File: config.mk
export PLATFORM = sky130hd
export DESIGN_NAME = exp_arbiter_flat
export DESIGN_NICKNAME = d
export VERILOG_FILES = /design/src/rtl/exp_arbiter_if.sv /design/src/rtl/exp_arbiter.sv /design/src/flat_wrapper.sv
export SDC_FILE = /design/constraint.sdc
export NUM_CORES = 1
export LEC_CHECK = 0
export ABC_AREA = 1
export ABC_CLOCK_PERIOD_IN_PS = 3300
export BUFFER_PORTS_ARGS = -buffer_cell sky130_fd_sc_hd__buf_4
export CAP_MARGIN = 20
export CORE_AREA = 10 10 149 151
export DETAILED_ROUTE_END_ITERATION = 8
export DIE_AREA = 0 0 159 161
export GPL_TIMING_DRIVEN = 0
export PLACE_DENSITY = 0.65
export SLEW_MARGIN = 20
export SYNTH_ARGS = -nofsm -noshare
export SYNTH_HDL_FRONTEND = slang
export SYNTH_SLANG_ARGS = --single-unit
File: constraint.sdc
create_clock -name clock -period 3.3 [get_ports clock]
set_input_delay 0.165 -clock clock [delete_from_list [all_inputs] [get_ports clock]]
set_output_delay 0.165 -clock clock [all_outputs]
set_load 0.01 [all_outputs]
File: src/rtl/exp_arbiter_if.sv
// Requester-side and accelerator-side signals of the shared exponent arbiter.
// The arbiter takes the slave view; requesters plus accelerator take the master view.
interface exp_arbiter_if #(
  parameter int N = 4,
  parameter int W = 32
);
  logic [N-1:0]   req;
  logic [N*W-1:0] x_in;
  logic [N*W-1:0] a_in;
  logic [N-1:0]   grant;
  logic [N-1:0]   resp_valid;
  logic [W-1:0]   result;
  logic           busy;
  logic           exp_enable;
  logic [W-1:0]   exp_x;
  logic [W-1:0]   exp_a;
  logic [W-1:0]   exp_p;
  logic           exp_ready;

  modport slave (
    input  req, x_in, a_in, exp_p, exp_ready,
    output grant, resp_valid, result, busy, exp_enable, exp_x, exp_a
  );

  modport master (
    output req, x_in, a_in, exp_p, exp_ready,
    input  grant, resp_valid, result, busy, exp_enable, exp_x, exp_a
  );
endinterface

File: src/rtl/exp_arbiter.sv
// Round-robin arbiter that time-shares one a^x accelerator among N requesters,
// latching the winner's operands and returning the accelerator result to it.
module exp_arbiter #(
  parameter int N = 4,
  parameter int W = 32
) (
  input  logic          clock,
  input  logic          reset_n,
  exp_arbiter_if.slave  bus
);
  localparam int IW = (N > 1) ? $clog2(N) : 1;

  typedef enum logic [2:0] {IDLE, ISSUE, ACK, RUN, DONE} state_t;

  state_t        state_q, state_d;
  logic [IW-1:0] cur_q, cur_d;
  logic [IW-1:0] rr_q, rr_d;
  logic [W-1:0]  result_q, result_d;
  logic [W-1:0]  expX_q, expX_d;
  logic [W-1:0]  expA_q, expA_d;
  logic          ackCnt_q, ackCnt_d;
  logic [1:0]    pulseCnt_q, pulseCnt_d;

  logic [W-1:0]  xArr [N];
  logic [W-1:0]  aArr [N];
  logic          pickFound;
  logic [IW-1:0] pickIdx;
  int            idx;

  for (genvar g = 0; g < N; g++) begin : gUnpack
    assign xArr[g] = bus.x_in[g*W +: W];
    assign aArr[g] = bus.a_in[g*W +: W];
  end

  always_ff @(posedge clock) begin
    if (!reset_n) begin
      state_q    <= IDLE;
      cur_q      <= '0;
      rr_q       <= '0;
      result_q   <= '0;
      expX_q     <= '0;
      expA_q     <= '0;
      ackCnt_q   <= 1'b0;
      pulseCnt_q <= '0;
    end else begin
      state_q    <= state_d;
      cur_q      <= cur_d;
      rr_q       <= rr_d;
      result_q   <= result_d;
      expX_q     <= expX_d;
      expA_q     <= expA_d;
      ackCnt_q   <= ackCnt_d;
      pulseCnt_q <= pulseCnt_d;
    end
  end

  // Scan requesters starting at the round-robin pointer so the search wraps modulo N.
  always_comb begin
    state_d    = state_q;
    cur_d      = cur_q;
    rr_d       = rr_q;
    result_d   = result_q;
    expX_d     = expX_q;
    expA_d     = expA_q;
    ackCnt_d   = ackCnt_q;
    pulseCnt_d = pulseCnt_q;
    pickFound  = 1'b0;
    pickIdx    = '0;
    idx        = 0;

    for (int k = 0; k < N; k++) begin
      idx = int'(rr_q) + k;
      if (idx >= N) idx = idx - N;
      if (!pickFound && bus.req[IW'(idx)]) begin
        pickFound = 1'b1;
        pickIdx   = IW'(idx);
      end
    end

    case (state_q)
      IDLE: begin
        if (bus.exp_ready && pickFound) begin
          cur_d      = pickIdx;
          expX_d     = xArr[pickIdx];
          expA_d     = aArr[pickIdx];
          pulseCnt_d = '0;
          state_d    = ISSUE;
        end
      end
      ISSUE: begin
        pulseCnt_d = pulseCnt_q + 2'd1;
        ackCnt_d   = 1'b0;
        state_d    = ACK;
      end
      // An accelerator that never drops ready is presumed to have taken the third pulse.
      ACK: begin
        if (!bus.exp_ready) begin
          state_d = RUN;
        end else if (ackCnt_q) begin
          state_d = (pulseCnt_q == 2'd3) ? RUN : ISSUE;
        end else begin
          ackCnt_d = 1'b1;
        end
      end
      RUN: begin
        if (bus.exp_ready) begin
          result_d = bus.exp_p;
          state_d  = DONE;
        end
      end
      DONE: begin
        rr_d    = (cur_q == IW'(N - 1)) ? '0 : cur_q + IW'(1);
        state_d = IDLE;
      end
      default: state_d = IDLE;
    endcase
  end

  always_comb begin
    bus.grant      = '0;
    bus.resp_valid = '0;
    bus.busy       = (state_q != IDLE);
    bus.exp_enable = (state_q == ISSUE);
    bus.result     = result_q;
    bus.exp_x      = expX_q;
    bus.exp_a      = expA_q;
    if (state_q != IDLE) bus.grant[cur_q] = 1'b1;
    if (state_q == DONE) bus.resp_valid[cur_q] = 1'b1;
  end
endmodule
File: src/flat_wrapper.sv
// flat-port wrapper written by rule: the top's interface ports become plain ports
module exp_arbiter_flat 
#(
  parameter int N = 4,
  parameter int W = 32
)
  (clock, reset_n, bus_req, bus_x_in, bus_a_in, bus_exp_p, bus_exp_ready, bus_grant, bus_resp_valid, bus_result, bus_busy, bus_exp_enable, bus_exp_x, bus_exp_a);
  exp_arbiter_if #(.N(N), .W(W)) bus_i ();
  input  logic clock;
  input  logic reset_n;
  input wire logic [$bits(bus_i.req)-1:0] bus_req;
  input wire logic [$bits(bus_i.x_in)-1:0] bus_x_in;
  input wire logic [$bits(bus_i.a_in)-1:0] bus_a_in;
  input wire logic [$bits(bus_i.exp_p)-1:0] bus_exp_p;
  input wire logic [$bits(bus_i.exp_ready)-1:0] bus_exp_ready;
  output wire logic [$bits(bus_i.grant)-1:0] bus_grant;
  output wire logic [$bits(bus_i.resp_valid)-1:0] bus_resp_valid;
  output wire logic [$bits(bus_i.result)-1:0] bus_result;
  output wire logic [$bits(bus_i.busy)-1:0] bus_busy;
  output wire logic [$bits(bus_i.exp_enable)-1:0] bus_exp_enable;
  output wire logic [$bits(bus_i.exp_x)-1:0] bus_exp_x;
  output wire logic [$bits(bus_i.exp_a)-1:0] bus_exp_a;
  assign bus_i.req = bus_req;
  assign bus_i.x_in = bus_x_in;
  assign bus_i.a_in = bus_a_in;
  assign bus_i.exp_p = bus_exp_p;
  assign bus_i.exp_ready = bus_exp_ready;
  assign bus_grant = bus_i.grant;
  assign bus_resp_valid = bus_i.resp_valid;
  assign bus_result = bus_i.result;
  assign bus_busy = bus_i.busy;
  assign bus_exp_enable = bus_i.exp_enable;
  assign bus_exp_x = bus_i.exp_x;
  assign bus_exp_a = bus_i.exp_a;
  exp_arbiter #(.N(N), .W(W)) u_core (.clock(clock), .reset_n(reset_n), .bus(bus_i));
endmodule
; ---- Yosys cells after proc, flatten, opt, wreduce, memory -nomap -nowiden
; Index checks and enable logic that the tools add are counted.
[classes]
addsub = 9
order_cmp = 11
eq_ne = 10
n_mux = 45
bitwise_logic = 1
n_reduce_logical = 17
[ops]
columns = op, n
row1 = binary-select mux 32 bit (select 2 bit), 2
row2 = two-way mux 32 bit, 4
row3 = two-way mux 2 bit, 11
row4 = < comparator 2 x 4 -> 1 bit (second input constant), 4
row5 = two-way mux 1 bit, 14
row6 = greater-or-equal comparator 3 bit (second input constant), 4
row7 = two-way mux 3 bit, 4
row8 = one-hot mux 3 bit (4 select lines), 1
row9 = binary-select mux 1 bit (select 2 bit), 4
row10 = two-way mux 4 bit, 2
row11 = AND reduction 2 bit, 4
row12 = subtractor 2 x 1 -> 2 bit (second input constant), 4
row13 = adder 2 x 2 -> 3 bit (second input constant), 2
row14 = equality test 3 x 2 -> 1 bit (second input constant), 2
row15 = logical AND 1 bit, 5
row16 = adder 2 x 1 -> 2 bit (second input constant), 2
row17 = equality test 2 bit (second input constant), 2
row18 = inequality test 2 bit (second input constant), 2
row19 = one-hot mux 2 bit (2 select lines), 1
row20 = nonzero test 2 bit, 2
row21 = adder 2 x 1 -> 3 bit (second input constant), 1
row22 = equality test 3 x 1 -> 1 bit (second input constant), 1
row23 = equality test 3 bit (second input constant), 1
row24 = greater-or-equal comparator 2 x 3 -> 1 bit (second input constant), 1
row25 = other kinds (11), 13
[word_totals]
regBits = 106
output_inout_bits = 106

; ---- Depth between registers and ports, before layout
[logic_depth]
ltp_word = 19
depth_mapped = 17
depth_no_buf = 15

; ---- Worst setup path before layout
; OpenSTA, ideal clock, no wires.
[synth_timing]
path_type = register to register
startpoint = register u_core.rr_q[0]
endpoint = register u_core.expA_q[15], in the netlist u_core.bus.exp_a[15]
arrival_ns = 1.764
required_time_ns = 3.191
path_slack_ns = 1.427
stages_incl_launch_ff = 15
synth_period_minus_slack_ns = 1.873
cell_sequence = dfxtp_1 -> buf_4 -> inv_4 -> nand2_1 -> nand3_1 -> nand2_1 -> nor2_4 -> nand3_4 -> nand3_4 -> inv_2 -> buf_6 -> buf_6 -> o21a_1 -> nand2_1 -> inv_1
[synth_between]
elab_chain_len = 19
word_cells_on_any_way = 47
cone_classes = add/sub: 7 / order compare: 4 / mux: 27 / bitwise: 1 / reduce/logical: 8
[synth_rtl]
columns = item, line_no
row1 = "start, declared", exp_arbiter.sv:17  ; logic [IW-1:0] rr_q, rr_d;
row2 = "start signal, assigned", exp_arbiter.sv:48  ; rr_q <= rr_d;
row3 = "parallel branches: the longest is 19 deep, another holds adder 2 x 1 -> 3 bit", -
row4 = "end signal, assigned", exp_arbiter.sv:51  ; expA_q <= expA_d;
row5 = "end, declared", exp_arbiter.sv:20  ; logic [W-1:0] expA_q, expA_d;
; Parallel ways; which one is timed is not known. The select of a mux whose other input is x is not followed.
; A chain may end at the register's enable or synchronous reset.

; ---- Final worst setup path
[layout_timing]
startpoint = register u_core.rr_q[0]
endpoint = register u_core.expA_q[4], in the netlist u_core.bus.exp_a[4]
; The elaborated chain is that of the path after synthesis.

==> out/results.txt <==
Setup ws final: 0.844 ns
Max-slew violations: 0
Register area: 2120 µm²
Synth Area in Adders: 0.888%
Area growth, synth to finish: 51.7%
Routability cong.: 0.929
# Max-Cap Violations: 0
Hold Path Class: in -> reg
RSZ-0062 raised after global routing: no
# clock sinks: 106
Worst skew pair latency: 0.37 ns
Clock Tree Root: clkbuf_16
Worst reg2reg path depth: 13
Initial antenna violation count: 0
WHS Path Cells: 3
Tightest Pin Transition: 0.760 ns
Antenna diode count: 0
Placed Area: 10400 µm²
Nets: 1872
Largest family of logic cells by synthesized area: simple AND/OR/NAND/NOR gates
Power Density: 384 nW/µm²
Run status: finished, final reports clean
Fin. Hold Viols: 0
Critical path endpoint category: flop
Setup TNS: 0 ns
Mux share of post-synthesis cell area: 0%
Slack of the worst reg-to-reg path: 0.84 ns
Gr usage total: 24.3%
Post-Syn Area per Cell: 6.06 µm²
Die Wd: 159 µm
Final hold slack: 0.0700 ns
IO Port Bufs: 398
Rows: 51
HP Start: bus_exp_p[13]
GRT Residual Overflow: 0
Synthesized area: 7040 µm²
Design area: 10700 µm²
Core area: 19200 µm²
Worst slew margin: 49.0%
Drt wl/cell: 18.0 µm
Vias in the first global route: 8629
# hold bufs at CTS: 0
Unique masters post-synth: 27
IO Pins: 401
Synth async-reset ratio: 0%
Arrival time at the worst endpoint: 2.72 ns
Top post-synthesis cells by area: dfxtp_1 (30%), nand2_1 (14%), inv_1 (12%)
First-pass GRT wire length: 49700 µm
Syn_nets: 1463
Worst IR Drop VDD: 0.233 mV
Synth Area in Compound Gates: 17.1%
CTS Buf Count: 9
Xor/xnor share of the synthesized area: 0%
Die Y: 161 µm
Worst setup SP type: flop
Via count: 8926
Post-CTS Setup Bufs: 0
Place WS: 0.914 ns
FF+latch count, synth: 106
Clock-pin slew on the worst setup and hold paths: 0.09 ns
Post-cts gate resize count: 0
Multi-input combinational cell area: 3660 µm²
Die ar.: 25600 µm²
Synth warn: 0
Final Critical Period: 2.46 ns
Cell count after synthesis: 1163
Worst Setup Path Type: reg -> reg
CTS tree: built
Sequential-to-total area share from yosys stat: 30.1%
Final Skew: 0.0119 ns
Top cell type's share of synthesized area: 30.1%
Synth Flop Type: dfxtp_1
Leak: 5.92 nW
Worst R2R End: u_core.bus.exp_a[4]
Starting DRT DRC Count: 561
Starting density of the core: 36.7%
Period utilization: 74.4%
Clock Path Buffers: 2
Final setup fails: 0
Drt first pass iters: 5
Max Freq: 0.407 GHz
Fillers: 2033
Vias per cell: 4.85
Reg-to-Reg Start: u_core.rr_q[0]
H-tree Lvls: 3
Antenna-violating nets left: 0
Largest net degree at the start of global routing: 21
Simple-gate share of the synthesized area: 34.0%
Drt drc: 0
HPWL Detailed: 27200 µm
Post-synth EDFFs: 0
Critical Path RT: 3.56 ns
Fraction of layout cells with a size suffix above 1: 29.8%
Cell taking the most area after synthesis: dfxtp_1
Total wire length: 33200 µm
CP max FO: 10
Hold endpoint: u_core.bus.result[13]
[area by class of cell]
class / instances / share of cell area [%]
Multi-Input combinational cell: 750 / 34.2
Buffer: 80 / 3.82
Sequential cell: 106 / 19.9
Clock buffer: 9 / 2.11
Clock inverter: 7 / 0.890
Inverter: 227 / 8.00
Tap cell: 265 / 3.10
Timing Repair Buffer: 398 / 28.0
[critical path: stages (launching register included)]
cell,delay (ns)
dfxtp_1,0.31
buf_4,0.17
inv_4,0.08
nand2_1,0.08
nand2_2,0.08
nand2_1,0.08
nand2_1,0.09
nor2_4,0.15
nand3_4,0.19
nand3_4,0.20
buf_1,0.43
o21ai_0,0.26
o21ai_1,0.17
nor2_1,0.05
[report_power, final]
part	internal, W	switching, W	total, W	leakage, nW
registers	0.00140	0.0000759	0.00148	0.869
clock network	0.000614	0.000566	0.00118	0.157
logic	0.000670	0.000774	0.00144	4.89
total	0.00269	0.00142	0.00410	5.92
[cells in the mapped netlist, types with 2 or more instances]
master	instances
buf_6	5
nor2_4	2
nand3_1	120
buf_1	5
clkbuf_1	38
nor3_1	2
buf_2	20
o21ai_1	79
dfxtp_1	106
nor2_1	83
ha_1	5
o21ai_0	28
nand2_1	261
inv_2	7
inv_1	219
nand4_1	60
a21oi_1	38
nand3_4	3
buf_4	12
a211oi_1	2
nand2_2	4
o21a_1	59
[layout by cell type, fill, tap and decap left out, drive strengths merged, types with 38 or more instances in the layout]
master / count
buf: 440
o21a: 59
nand2: 265
clkbuf: 47
nand4: 60
dfxtp: 106
nor2: 85
nand3: 124
o21ai: 107
a21oi: 38
inv: 231
[kinds of logic after synthesis]
group / Yosys count
simple gates: 537
compound gates: 208
flops: 106
buf+inv: 307
fa+ha+maj: 5
[routing by layer]
layer | track usage (%) | vias to the layer above | routed length (µm)
met5 | 0 | - | 0
met2 | 41.0 | 364 | 16000
li1 | - | 4516 | -
met4 | 5.43 | 0 | 510
met1 | 30.1 | 4016 | 14000
met3 | 6.81 | 30 | 2700
[how the worst max path moves through the flow]
stage / from / end / slack, ns / depth (start not counted)
3_3_place_gp: u_core.rr_q[0] / u_core.bus.exp_a[4] / 0.92 / 12
2_1_floorplan: u_core.rr_q[0] / u_core.bus.exp_a[15] / 1.43 / 14
4_1_cts: u_core.rr_q[0] / u_core.bus.exp_a[4] / 0.90 / 13
6_report: u_core.rr_q[0] / u_core.bus.exp_a[4] / 0.84 / 13
5_1_grt: u_core.rr_q[0] / u_core.bus.exp_a[4] / 0.58 / 13
3_5_place_dp: u_core.rr_q[0] / u_core.bus.exp_a[4] / 0.91 / 13
[state kept, by name (all words and copies together) (netlist names)]
register           count
u_core.bus.exp_x      32
u_core.bus.exp_a      32
u_core.bus.result     32
u_core.pulseCnt_q      2
u_core.ackCnt_q        1
u_core.cur_q           2
u_core.state_q         3
u_core.rr_q            2
[metrics by stage]
step | instances | util (%) | power [W]
after global routing | 1842 | 55.6 | 0.00433
after global placement | 1826 | 54.0 | 0.00294
after floorplan | 1163 | - | 0.00222
final | 1842 | 55.6 | 0.00410
after detailed placement | 1826 | 54.0 | 0.00295
after CTS | 1842 | 55.6 | 0.00413
(Power assumes the default switching activity.)
